[config.mk]
export PLATFORM = sky130hd
export DESIGN_NAME = trap_seq_ctrl
export DESIGN_NICKNAME = d
export VERILOG_FILES = /design/src/rtl/trap_seq_ctrl.sv
export SDC_FILE = /design/constraint.sdc
export NUM_CORES = 1
export LEC_CHECK = 0
export ABC_AREA = 1
export BUFFER_PORTS_ARGS = -buffer_cell sky130_fd_sc_hd__buf_2
export CAP_MARGIN = 20
export CORE_ASPECT_RATIO = 1.4
export CORE_MARGIN = 8
export CORE_UTILIZATION = 40
export DETAILED_ROUTE_END_ITERATION = 6
export PLACE_DENSITY = 0.7
export SYNTH_ARGS = -nofsm -noshare
export SYNTH_HDL_FRONTEND = slang
export SYNTH_SLANG_ARGS = --single-unit
[constraint.sdc]
create_clock -name clk_i -period 2.3 [get_ports clk_i]
set_clock_uncertainty 0.2 [all_clocks]
set_input_delay 0.46 -clock clk_i [delete_from_list [all_inputs] [get_ports clk_i]]
set_output_delay 0.46 -clock clk_i [all_outputs]
set_load 0.1 [all_outputs]
[src/rtl/trap_seq_ctrl.sv]
// Machine-mode trap sequencer: arbitrates exceptions, interrupts and MRET, then
// turns each accepted event into an ordered series of CSR writes plus a fetch redirect.
module trap_seq_ctrl #(
  parameter int XLEN       = 32,
  parameter int CSR_ADDR_W = 12
) (
  input  logic                  clk_i,
  input  logic                  rst_i,
  input  logic                  wb_valid_i,
  input  logic                  exc_valid_i,
  input  logic [3:0]            exc_cause_i,
  input  logic [XLEN-1:0]       exc_tval_i,
  input  logic [XLEN-1:0]       wb_pc_i,
  input  logic                  mret_i,
  input  logic                  xint_meip_i,
  input  logic                  xint_mtip_i,
  input  logic                  xint_msip_i,
  input  logic [2:0]            mie_i,
  input  logic [XLEN-1:0]       mstatus_i,
  input  logic [XLEN-1:0]       mtvec_i,
  input  logic [XLEN-1:0]       mepc_i,
  output logic                  squash_o,
  output logic                  flush_o,
  output logic                  csr_we_o,
  output logic [CSR_ADDR_W-1:0] csr_waddr_o,
  output logic [XLEN-1:0]       csr_wdata_o,
  output logic                  redirect_valid_o,
  output logic [XLEN-1:0]       redirect_pc_o,
  input  logic                  redirect_ready_i,
  output logic                  busy_o
);

  localparam logic [2:0] IDLE      = 3'd0;
  localparam logic [2:0] W_MEPC    = 3'd1;
  localparam logic [2:0] W_MCAUSE  = 3'd2;
  localparam logic [2:0] W_MTVAL   = 3'd3;
  localparam logic [2:0] W_MSTATUS = 3'd4;
  localparam logic [2:0] R_MSTATUS = 3'd5;
  localparam logic [2:0] REDIRECT  = 3'd6;

  localparam logic [CSR_ADDR_W-1:0] ADDR_MSTATUS = CSR_ADDR_W'('h300);
  localparam logic [CSR_ADDR_W-1:0] ADDR_MEPC    = CSR_ADDR_W'('h341);
  localparam logic [CSR_ADDR_W-1:0] ADDR_MCAUSE  = CSR_ADDR_W'('h342);
  localparam logic [CSR_ADDR_W-1:0] ADDR_MTVAL   = CSR_ADDR_W'('h343);

  localparam logic [XLEN-1:0] ALIGN_MASK = ~XLEN'(3);

  logic [2:0]      state;
  logic [2:0]      state_d;
  logic [XLEN-1:0] cause_q;
  logic [XLEN-1:0] tval_q;
  logic [XLEN-1:0] epc_q;
  logic [XLEN-1:0] target_q;

  logic            idle;
  logic [2:0]      int_pend;
  logic            int_ok;
  logic [3:0]      int_code;
  logic            take_exc;
  logic            take_int;
  logic            take_mret;
  logic            accept;
  logic [XLEN-1:0] mtvec_base;
  logic [XLEN-1:0] trap_target;
  logic [XLEN-1:0] mret_target;
  logic [XLEN-1:0] exc_cause;
  logic [XLEN-1:0] int_cause;
  logic [XLEN-1:0] trap_mstatus;
  logic [XLEN-1:0] mret_mstatus;

  // Event arbitration; gating with rst_i keeps squash/flush low during reset.
  always_comb begin
    idle     = (state == IDLE);
    int_pend = {xint_meip_i & mie_i[2], xint_mtip_i & mie_i[1], xint_msip_i & mie_i[0]};
    int_ok   = mstatus_i[3] && (int_pend != 3'b000);
    if (int_pend[2]) begin
      int_code = 4'd11;
    end else if (int_pend[0]) begin
      int_code = 4'd3;
    end else begin
      int_code = 4'd7;
    end
    take_exc  = rst_i && idle && wb_valid_i && exc_valid_i;
    take_int  = rst_i && idle && wb_valid_i && !exc_valid_i && int_ok;
    take_mret = rst_i && idle && wb_valid_i && !exc_valid_i && !int_ok && mret_i;
    accept    = take_exc || take_int || take_mret;
  end

  always_comb begin
    exc_cause  = {1'b0, {(XLEN-5){1'b0}}, exc_cause_i};
    int_cause  = {1'b1, {(XLEN-5){1'b0}}, int_code};
    mtvec_base = mtvec_i & ALIGN_MASK;
    // Only interrupts use the vectored offset; exceptions always go to the base.
    if ((mtvec_i[1:0] == 2'b01) && take_int) begin
      trap_target = mtvec_base + XLEN'({int_code, 2'b00});
    end else begin
      trap_target = mtvec_base;
    end
    mret_target = mepc_i & ALIGN_MASK;
  end

  always_comb begin
    trap_mstatus        = mstatus_i;
    trap_mstatus[7]     = mstatus_i[3];
    trap_mstatus[3]     = 1'b0;
    trap_mstatus[12:11] = 2'b11;

    mret_mstatus        = mstatus_i;
    mret_mstatus[3]     = mstatus_i[7];
    mret_mstatus[7]     = 1'b1;
    mret_mstatus[12:11] = 2'b11;
  end

  always_comb begin
    state_d = state;
    case (state)
      IDLE: begin
        if (take_exc || take_int) begin
          state_d = W_MEPC;
        end else if (take_mret) begin
          state_d = R_MSTATUS;
        end
      end
      W_MEPC:    state_d = W_MCAUSE;
      W_MCAUSE:  state_d = W_MTVAL;
      W_MTVAL:   state_d = W_MSTATUS;
      W_MSTATUS: state_d = REDIRECT;
      R_MSTATUS: state_d = REDIRECT;
      REDIRECT: begin
        if (redirect_ready_i) begin
          state_d = IDLE;
        end
      end
      default:   state_d = IDLE;
    endcase
  end

  always_ff @(posedge clk_i or negedge rst_i) begin
    if (!rst_i) begin
      state    <= IDLE;
      cause_q  <= '0;
      tval_q   <= '0;
      epc_q    <= '0;
      target_q <= '0;
    end else begin
      state <= state_d;
      if (accept) begin
        epc_q <= wb_pc_i;
      end
      if (take_exc) begin
        cause_q  <= exc_cause;
        tval_q   <= exc_tval_i;
        target_q <= trap_target;
      end else if (take_int) begin
        cause_q  <= int_cause;
        tval_q   <= '0;
        target_q <= trap_target;
      end else if (take_mret) begin
        target_q <= mret_target;
      end
    end
  end

  always_comb begin
    squash_o         = take_exc || take_int;
    flush_o          = accept || !idle;
    busy_o           = !idle;
    csr_we_o         = 1'b0;
    csr_waddr_o      = '0;
    csr_wdata_o      = '0;
    redirect_valid_o = 1'b0;
    redirect_pc_o    = '0;
    case (state)
      W_MEPC: begin
        csr_we_o    = 1'b1;
        csr_waddr_o = ADDR_MEPC;
        csr_wdata_o = epc_q;
      end
      W_MCAUSE: begin
        csr_we_o    = 1'b1;
        csr_waddr_o = ADDR_MCAUSE;
        csr_wdata_o = cause_q;
      end
      W_MTVAL: begin
        csr_we_o    = 1'b1;
        csr_waddr_o = ADDR_MTVAL;
        csr_wdata_o = tval_q;
      end
      W_MSTATUS: begin
        csr_we_o    = 1'b1;
        csr_waddr_o = ADDR_MSTATUS;
        csr_wdata_o = trap_mstatus;
      end
      R_MSTATUS: begin
        csr_we_o    = 1'b1;
        csr_waddr_o = ADDR_MSTATUS;
        csr_wdata_o = mret_mstatus;
      end
      REDIRECT: begin
        redirect_valid_o = 1'b1;
        redirect_pc_o    = target_q;
      end
      default: ;
    endcase
  end

endmodule

==> key figures, run 1 <==
Logic synthesis
  • Top cells by area, synth: dfrtp_1 (39%), nand2_1 (20%), nor2_1 (6.1%)
  • Yosys cell types: 39
  • Synth Flop Type: dfrtp_1
  • Synth top cells by count: nand2_1 (355), nor2_1 (106), dfrtp_1 (102)
  • Count leader, synth: nand2_1
  • Post-synth EDFFs: 0
  • Area leader, netlist: dfrtp_1
  • Syn. warnings: 0
  • Synth Instances: 943
  • Synthesized area: 6510 um^2
  • Synthesized flop and latch total: 102
  • Share of the synthesized area in the top cell type: 39.2%
  • Avg Cell Area, Syn: 6.90 um^2
  • Sequential area share after synthesis: 39.2%
  • Ys async rst share: 100%

Final layout
  • Share of cells above drive strength 1: 39.3%
  • Ant diodes: 0
  • Design Area, Final: 11100 um^2
  • Synth-to-Final Area Change: 70.3%
  • # nets final: 1435

Die
  • Num rows: 55
  • Core Region: 16000 um^2
  • # IOs: 257
  • Die H: 167 um
  • Initial Util: 40.6%
  • Die area: 20700 um^2
  • Die W: 124 um

Global route
  • First-pass GRT wire length: 38800 um
  • Initial antenna violation count: 0
  • Global Route Usage Sum: 24.1%
  • Vias in the first global route: 7559
  • Pin count of the biggest net entering global routing: 68
  • Gr ovfl total: 0

Critical path
  • Crit end category: output pin
  • Critical path startpoint category: flip-flop
  • Worst EP required: 1.64 ns
  • Worst-path maximum fanout: 9
  • Crit path kind: reg -> out
  • Worst EP arrival: 1.93 ns

Timing
  • Final setup TNS: -14.56 ns
  • Worst-Margin Slew: 0.756 ns
  • Final Slew Violations: 0
  • Rel. slew slack: 49.4%
  • Unrepaired setup endpoints after global routing: true
  • Final Setup Violations: 66
  • Max frequency: 386 MHz
  • Final WS setup: -0.291 ns
  • Period utilisation layout: 113%
  • Final hold slack: 0.108 ns
  • Final hold vios: 0
  • Final min period: 2.59 ns

Pwr
  • Max IR drop VDD: 1130 uV
  • Pwr Density: 1400 nW/um^2
  • Leakage: 0.00542 uW
  • Tot Pwr: 15500 uW

Hold path
  • Min-Delay Path Class: in -> reg

Clock tree
  • Worst skew pair latency: 0.35 ns
  • Reg clk slew, reported paths: 0.07 ns
  • Clk root buf: clkbuf_16
  • Longest Clk Path Bufs: 2
  • CTS buffer count: 9
  • H-tree depth: 3
  • Clock sink count: 102
  • TritonCTS clock tree: built

Drt
  • Met3 wire length: 1410 um
  • Routed met2 length: 13300 um
  • Vias/cell: 5.08
  • DRC: 0
  • Final WL: 25500 um
  • Routed WL per cell: 17.5 um
  • DRT iter0 DRCs: 400
  • DR top layer: met4
  • DR vias: 7394
  • Post-DRT Antenna Nets: 0
  • Router iterations before antenna repair: 4
  • Met1 Routed Length: 9530 um

Place
  • Post-DP HPWL: 19200 um
  • Dpl cell area: 10300 um^2
  • Gpl congestion: 0.947
  • PortBufs: 243

Run status
  • Failing checks: setup timing
  • Status: complete, but fails checks

Flow run
  • Max-cap violations: 0
[final timing paths]
check	from	to	slack (ns)	cells past startpoint
max	state[1]$_DFFE_PN0P_	csr_wdata_o[14]	-0.29	9
max in group asynchronous	rst_i	target_q[18]$_DFFE_PN0P_	0.35	4
min reg2reg	epc_q[1]$_DFFE_PN0P_	epc_q[1]$_DFFE_PN0P_	0.27	2
min in group asynchronous	rst_i	epc_q[15]$_DFFE_PN0P_	0.55	3
max reg2reg	state[2]$_DFFE_PN0P_	target_q[6]$_DFFE_PN0P_	0.12	12
min	wb_pc_i[0]	epc_q[0]$_DFFE_PN0P_	0.11	3
[flip-flops by register name, indices dropped and copies added, names as in the netlist]
| signal | flops |
|---|---|
| epc_q | 32 |
| tval_q | 32 |
| target_q | 30 |
| state | 3 |
| cause_q | 5 |
[kinds of logic (layout without fill, tap and decap cells)]
family | count (synthesis) | count (layout) | synth area share (%)
simple gates | 531 | 532 | 33.7
xor+xnor | 12 | 12 | 1.61
other cells | 1 | 9 | 0.0576
compound gates | 135 | 135 | 14.0
fa+ha+maj | 6 | 6 | 1.15
buf+inv | 156 | 461 | 10.3
flops | 102 | 102 | 39.2
[power by group]
group | switching, uW | internal (uW) | leakage, uW | total [uW]
Sequential | 449 | 2650 | 0.00125 | 3090
Combinational | 6750 | 3990 | 0.00402 | 10700
Clock | 697 | 982 | 0.000159 | 1680
[metal layers]
metal	vias up	GRT usage, %
li1	3605	-
met1	3445	25.8
met2	272	43.5
met3	72	3.72
met4	0	12.5
met5	-	0
[cell usage in the layout (no fill, tap or decap), drive strengths merged, types with 13 or more instances in the layout]
master	instances
nand3	39
a31oi	14
nor2	113
buf	340
nand2	361
a22o	31
inv	102
a21oi	13
a221oi	15
o21ai	46
dfrtp	102
[worst max-delay path, stage by stage (launching register included)]
cell	delay [ns]
dfrtp_2	0.43
inv_4	0.09
buf_4	0.14
nand2_4	0.12
buf_12	0.17
nor2_2	0.10
a221oi_1	0.06
buf_4	0.15
nor2_4	0.12
buf_12	0.18
[per-stage QoR]
| stage | std cells | worst slack [ns] | util (%) |
|---|---|---|---|
| after floorplan | 951 | -0.709 | - |
| after global placement | 1425 | -0.182 | 64.2 |
| after detailed placement | 1425 | -0.204 | 64.2 |
| after CTS | 1453 | -0.299 | 68.2 |
| after global routing | 1456 | -0.355 | 69.2 |
| final | 1456 | -0.291 | 69.2 |
[cell type report]
class / instances / area (um^2)
fill: 1270 / 4940
multi-input combinational: 694 / 4210
timing repair buffer: 342 / 3330
sequential: 102 / 2560
inverter: 104 / 423
tap: 199 / 249
clock buffer: 10 / 239
clock inverter: 5 / 82.6
[timing repair]
| item | 4_1_cts | 5_1_grt |
|---|---|---|
| setup buffers | 12 | 8 |
| endpoints found under the setup margin | 68 | 161 |
| gates resized for setup | 35 | 34 |
| endpoints found under the hold margin | 35 | 0 |
| hold buffers | 1 | 0 |
| pin swaps | 10 | 17 |
| cloned | 3 | 1 |
Power figures use the tool's default switching activity.
==> run 2, diff against run 1 <==
PLACE_DENSITY = 0.68   (was 0.7)
==> key figures, run 2 (synthesized netlist as in run 1, its figures left out) <==
Hold path
  • Min-Delay Path Class: in -> async (was in -> reg)

Place
  • Dpl cells: 1425 (unchanged)
  • Post-DP HPWL: 19400 um (was 19200 um)
  • Gpl congestion: 0.930 (was 0.947)
  • Pre-CTS WS: -0.275 ns (was -0.204 ns)
  • PortBufs: 243 (unchanged)

Critical path
  • Worst EP arrival: 1.98 ns (was 1.93 ns)
  • Worst-path maximum fanout: 6 (was 9)
  • Critical path startpoint category: flip-flop (unchanged)
  • Crit end category: output pin (unchanged)
  • Worst EP required: 1.64 ns (about the same)
  • Crit path kind: reg -> out (unchanged)

Run status
  • Failing checks: hold timing, setup timing (was setup timing)
  • Status: complete, but fails checks (unchanged)

Clock tree
  • Reg clk slew, reported paths: 0.07 ns (about the same)
  • CTS buffer count: 9 (unchanged)
  • Clock sink count: 102 (unchanged)
  • TritonCTS clock tree: built (unchanged)
  • Longest Clk Path Bufs: 2 (unchanged)
  • Post-CTS Hold Buffers: 0 (was 1)
  • Clk root buf: clkbuf_16 (unchanged)
  • H-tree depth: 3 (unchanged)
  • Worst skew pair latency: 0.35 ns (about the same)

Drt
  • Final WL: 26900 um (was 25500 um)
  • Vias/cell: 5.19 (was 5.08)
  • DRC: 0 (unchanged)
  • Router iterations before antenna repair: 5 (was 4)
  • DR vias: 7587 (was 7394)
  • DRT iter0 DRCs: 491 (was 400)
  • Post-DRT Antenna Nets: 0 (unchanged)
  • Routed WL per cell: 18.4 um (was 17.5 um)

Pwr
  • Tot Pwr: 16000 uW (was 15500 uW)
  • Leakage: 0.00552 uW (was 0.00542 uW)
  • Max IR drop VDD: 1310 uV (was 1130 uV)
  • Pwr Density: 1400 nW/um^2 (about the same)

Global route
  • Pin count of the biggest net entering global routing: 103 (was 68)
  • Met2 Use GR: 45.7% (was 43.5%)
  • Gr ovfl total: 0 (unchanged)
  • First-pass GRT wire length: 40300 um (was 38800 um)
  • GR Layer Usage met1: 28.1% (was 25.8%)
  • Top Usage Layer GRT: met2 (unchanged)
  • Vias in the first global route: 7758 (was 7559)
  • M3 GR Usage: 3.99% (was 3.72%)
  • Initial antenna violation count: 1 (was 0)
  • Global Route Usage Sum: 25.3% (was 24.1%)

Timing
  • Final Slew Violations: 0 (unchanged)
  • Unrepaired setup endpoints after global routing: true (unchanged)
  • Worst-Margin Slew: 0.607 ns (was 0.756 ns)
  • Period utilisation layout: 115% (was 113%)
  • Final hold slack: -0.0345 ns (was 0.108 ns)
  • Final WS setup: -0.344 ns (was -0.291 ns)
  • Rel. slew slack: 59.5% (was 49.4%)
  • Final Setup Violations: 67 (was 66)
  • Final min period: 2.64 ns (was 2.59 ns)
  • Final hold vios: 8 (was 0)
  • Max frequency: 378 MHz (was 386 MHz)

Die
  • Initial Util: 40.6% (unchanged)
  • Die H: 167 um (unchanged)
  • Die W: 124 um (unchanged)
  • # IOs: 257 (unchanged)
  • Num rows: 55 (unchanged)
  • Core Region: 16000 um^2 (unchanged)
  • Die area: 20700 um^2 (unchanged)

Flow run
  • Max-cap violations: 0 (unchanged)

Final layout
  • Commonest non-fill, non-tap cell in the layout: nand2_1 (unchanged)
  • Ant diodes: 0 (unchanged)
  • Top flop regs: epc_q (32), tval_q (32), target_q (30) (unchanged)
  • Commonest cells after routing, fill and taps aside: nand2_1 (325), buf_2 (171), dfrtp_1 (99), inv_1 (89), buf_12 (88) (was nand2_1 (339), buf_2 (172), dfrtp_1 (99), inv_1 (90), buf_12 (85))
  • Non-filler instance count after layout: 1461 (was 1456)
  • Synth-to-Final Area Change: 74.9% (was 70.3%)
  • # nets final: 1441 (was 1435)
  • Share of cells above drive strength 1: 41.2% (was 39.3%)
[run 2: cell types whose count changed in the layout (fill, tap and decap cells not counted), moves of 5 or more]
cell	before	now
nand2_1	339	325
nand2_2	11	21
buf_4	70	64
buf_6	9	15
a221oi_1	7	2
nor2_2	11	6
[run 2: per-layer routing]
layer | share of wire (%) | up-vias
li1 | - | 3619
met1 | 36 | 3602
met2 | 53 | 301
met3 | 6.7 | 63
met4 | 3.9 | 2
met5 | 0.048 | -
[run 2: cell type report]
type                       instances  area (um^2)
sequential                       102         2560
clock buffer                      11          243
tap                              199          249
clock inverter                     3         22.5
fill                            1237         4640
multi-input combinational        693         4380
inverter                         104          437
timing repair buffer             349         3500
[run 2: what timing repair did]
item	4_1_cts	5_1_grt
gates resized for setup	64	64
pin swaps	25	38
endpoints found under the hold margin	0	0
setup buffers	18	12
setup endpoints to repair	67	115
cloned	6	3
[run 2: where the power goes]
part           leakage, uW  internal, uW  switching, uW  total (uW)
clock             0.000120           753            695        1450
combinational      0.00415          4340           7050       11400
sequential         0.00125          2650            499        3150
[run 2: critical path: stages (launching register included)]
cell and delay, ns:
dfrtp_2 0.48, inv_2 0.12, nor2_4 0.06, buf_12 0.13
buf_12 0.14, a221oi_1 0.32, buf_4 0.18, nor2_4 0.04
buf_12 0.16
[run 2: path summary, 6_finish.rpt]
kind                                       startpoint                        to  slack, ns  cells after the start
worst max-delay path             state[2]$_DFFE_PN0P_           csr_wdata_o[14]      -0.34                      8
worst min-delay path                            rst_i     epc_q[15]$_DFFE_PN0P_      -0.03                      2
worst max register to register   state[2]$_DFFE_PN0P_  target_q[22]$_DFFE_PN0P_       0.09                     11
worst min register to register  epc_q[10]$_DFFE_PN0P_     epc_q[10]$_DFFE_PN0P_       0.28                      2
max in group asynchronous                       rst_i      state[0]$_DFFE_PN0P_       1.41                      2
min in group clk_i                        wb_pc_i[26]     epc_q[26]$_DFFE_PN0P_       0.10                      3
[run 2: per-stage QoR]
| step | area (um^2) | setup TNS [ns] | utilization, % |
|---|---|---|---|
| 2_1_floorplan | 7380 | -38.75 | - |
| 3_3_place_gp | 10300 | -2.63 | 64.1 |
| 3_5_place_dp | 10300 | -4.21 | 64.1 |
| 4_1_cts | 11100 | -15.30 | 69.2 |
| 5_1_grt | 11400 | -19.28 | 71.0 |
| 6_report | 11400 | -14.68 | 71.0 |
==> run 3, diff against run 2 <==
CORE_MARGIN = default   (was 8)
SETUP_SLACK_MARGIN = 0.3   (was default)
==> key figures, run 3 (synthesized netlist as in run 1, its figures left out) <==
Timing
  • Final Slew Violations: 0 (unchanged)
  • Max frequency: 376 MHz (was 378 MHz)
  • Rel. slew slack: 47.9% (was 59.5%)
  • Final min period: 2.66 ns (was 2.64 ns)
  • Final hold vios: 0 (was 8)
  • Final WS setup: -0.360 ns (was -0.344 ns)
  • Final Setup Violations: 66 (was 67)
  • Period utilisation layout: 116% (was 115%)
  • Unrepaired setup endpoints after global routing: true (unchanged)
  • Worst-Margin Slew: 0.782 ns (was 0.607 ns)

Clock tree
  • Worst skew pair latency: 0.35 ns (about the same)
  • TritonCTS clock tree: built (unchanged)
  • H-tree depth: 3 (unchanged)
  • Clk root buf: clkbuf_16 (unchanged)
  • Longest Clk Path Bufs: 2 (unchanged)
  • Post-CTS Hold Buffers: 0 (unchanged)
  • Clock sink count: 102 (unchanged)
  • Reg clk slew, reported paths: 0.08 ns (was 0.07 ns)
  • CTS buffer count: 9 (unchanged)

Global route
  • Global Route Usage Sum: 30.4% (was 25.3%)
  • Initial antenna violation count: 1 (unchanged)
  • Gr ovfl total: 0 (unchanged)
  • Vias in the first global route: 7585 (was 7758)
  • Pin count of the biggest net entering global routing: 63 (was 103)
  • First-pass GRT wire length: 38500 um (was 40300 um)

Critical path
  • Crit path kind: reg -> out (unchanged)
  • Critical path startpoint category: flip-flop (unchanged)
  • Buf/Inv on CP: 6 (was 5)
  • Worst-path cell chain: inv_2 > nor2_4 > buf_6 > nand2_8 > buf_12 > buf_12 > nor2_4 > a221oi_2 > buf_4 > nor2_4 > buf_12 (was inv_2 > nor2_4 > buf_12 > buf_12 > a221oi_1 > buf_4 > nor2_4 > buf_12)
  • Worst-path maximum fanout: 5 (was 6)
  • Worst EP arrival: 2.00 ns (was 1.98 ns)
  • Cell family with most CP delay: buffers and inverters (unchanged)
  • CP max stage delay: 0.40 ns (was 0.48 ns)
  • Crit end category: output pin (unchanged)
  • CP max stage cell: dfrtp_2 (unchanged)
  • Worst EP required: 1.64 ns (about the same)

Place
  • Post-DP HPWL: 18000 um (was 19400 um)
  • Dpl cell area: 10300 um^2 (about the same)
  • Gpl congestion: 0.951 (was 0.930)
  • Dpl cells: 1412 (was 1425)
  • Pre-CTS WS: -0.0722 ns (was -0.275 ns)
  • PortBufs: 243 (unchanged)

Final layout
  • Design Area, Final: 11200 um^2 (was 11400 um^2)
  • Top flop regs: epc_q (32), tval_q (32), target_q (30) (unchanged)
  • Commonest non-fill, non-tap cell in the layout: nand2_1 (unchanged)
  • # nets final: 1428 (was 1441)
  • Non-filler instance count after layout: 1447 (was 1461)
  • Final core utilization: 70.9% (was 71.0%)
  • Filler cells: 1232 (was 1237)
  • Share of cells above drive strength 1: 39.6% (was 41.2%)
  • Commonest cells after routing, fill and taps aside: nand2_1 (345), buf_2 (170), dfrtp_1 (99), inv_1 (88), buf_12 (86) (was nand2_1 (325), buf_2 (171), dfrtp_1 (99), inv_1 (89), buf_12 (88))
  • Ant diodes: 0 (unchanged)
  • Synth-to-Final Area Change: 71.4% (was 74.9%)

Pwr
  • Seq pwr share: 19.5% (was 19.7%)
  • Sw frac: 50.7% (was 51.6%)
  • Combinational power share: 69.6% (was 71.3%)
  • Leakage: 0.00539 uW (was 0.00552 uW)
  • Tot Pwr: 15800 uW (was 16000 uW)
  • NetSw: 8040 uW (was 8240 uW)
  • Clock power frac: 10.9% (was 9.1%)
  • Pwr Density: 1420 nW/um^2 (was 1400 nW/um^2)
  • Int Pwr: 7800 uW (was 7740 uW)
  • Max IR drop VDD: 2130 uV (was 1310 uV)

Die
  • Core Region: 15700 um^2 (was 16000 um^2)
  • Num rows: 54 (was 55)
  • # IOs: 257 (unchanged)
  • Die W: 110 um (was 124 um)
  • Die H: 153 um (was 167 um)
  • Initial Util: 41.4% (was 40.6%)
  • Die area: 16800 um^2 (was 20700 um^2)

Flow run
  • Max-cap violations: 0 (unchanged)

Drt
  • DRC: 0 (unchanged)
  • Routed WL per cell: 17.2 um (was 18.4 um)
  • DR vias: 7459 (was 7587)
  • DRT iter0 DRCs: 316 (was 491)
  • Post-DRT Antenna Nets: 0 (unchanged)
  • Final WL: 24900 um (was 26900 um)
  • Router iterations before antenna repair: 6 (was 5)
  • Vias/cell: 5.15 (was 5.19)

Run status
  • Failing checks: setup timing (was hold timing, setup timing)
  • Status: complete, but fails checks (unchanged)

Hold path
  • Min-Delay Path Class: in -> async (unchanged)
-- run 3: cell count changes in the layout (fill, tap and decap cells not counted), moves of 5 or more --
| cell | delta |
|---|---|
| a221oi_2 | +5 |
| a221oi_4 | -6 |
| buf_6 | -11 |
| nand2_1 | +20 |
| nand2_2 | -14 |
| nand2_4 | -5 |
| o21ai_0 | -6 |
| o21ai_1 | +7 |
-- run 3: final timing paths --
check / slack (ns) / start / cells after the start / endpoint
min in group clk_i: 0.11 / wb_pc_i[15] / 3 / epc_q[15]$_DFFE_PN0P_
worst min-delay path: 0.01 / rst_i / 2 / epc_q[15]$_DFFE_PN0P_
worst max-delay path: -0.36 / state[0]$_DFFE_PN0P_ / 11 / csr_wdata_o[28]
max in group asynchronous: 0.65 / rst_i / 3 / tval_q[15]$_DFFE_PN0P_
worst max register to register: 0.06 / state[1]$_DFFE_PN0P_ / 11 / target_q[2]$_DFFE_PN0P_
worst min register to register: 0.27 / epc_q[25]$_DFFE_PN0P_ / 2 / epc_q[25]$_DFFE_PN0P_
-- run 3: final cells by class --
cell class | count | area, um^2 | area share, %
Multi-Input combinational cell | 693 | 4260 | 38.1
Timing Repair Buffer | 336 | 3340 | 29.9
Sequential cell | 102 | 2560 | 22.9
Inverter | 104 | 430 | 3.86
Tap cell | 196 | 245 | 2.20
Clock buffer | 11 | 243 | 2.18
Clock inverter | 5 | 88.8 | 0.796
-- run 3: power by group through the flow --
stage	sequential, uW	clock (uW)	combinational, uW
after global routing	3170	1800	11500
after CTS	3070	1750	10900
after global placement	3050	0	10000
after floorplan	2990	0	6930
after detailed placement	3100	0	10100
final	3090	1720	11000
-- run 3: worst reg2reg max path: cells and delay by family, from the launching register on --
kind,cells,cell delay (ns)
DFF,1,0.47
xor gates and xnor gates,1,0.15
and+or+nand+nor,5,0.60
buffers and inverters,4,0.61
AOI/OAI and AO/OA,1,0.12
-- run 3: routing by layer --
layer	vias to the layer above	routed length [um]	global-route usage (%)
met5	-	18	0
met4	2	1100	14.9
met3	64	1550	5.25
met2	296	13400	56.5
met1	3492	8820	32.0
li1	3605	-	-
-- run 3: through the flow --
stage                     hold WS, ns  setup TNS, ns
after floorplan               -0.0356         -38.78
after global placement          0.254         -0.136
after detailed placement        0.260         -0.329
after CTS                      0.0315         -18.21
after global routing           0.0693         -23.36
final                          0.0123         -17.53
-- run 3: repair_timing --
item                                    in CTS  in global routing
setup buffers                               13                  1
gates cloned                                 5                  0
endpoints found under the setup margin     156                160
resized for setup                           49                 13
pin swaps                                    9                  2
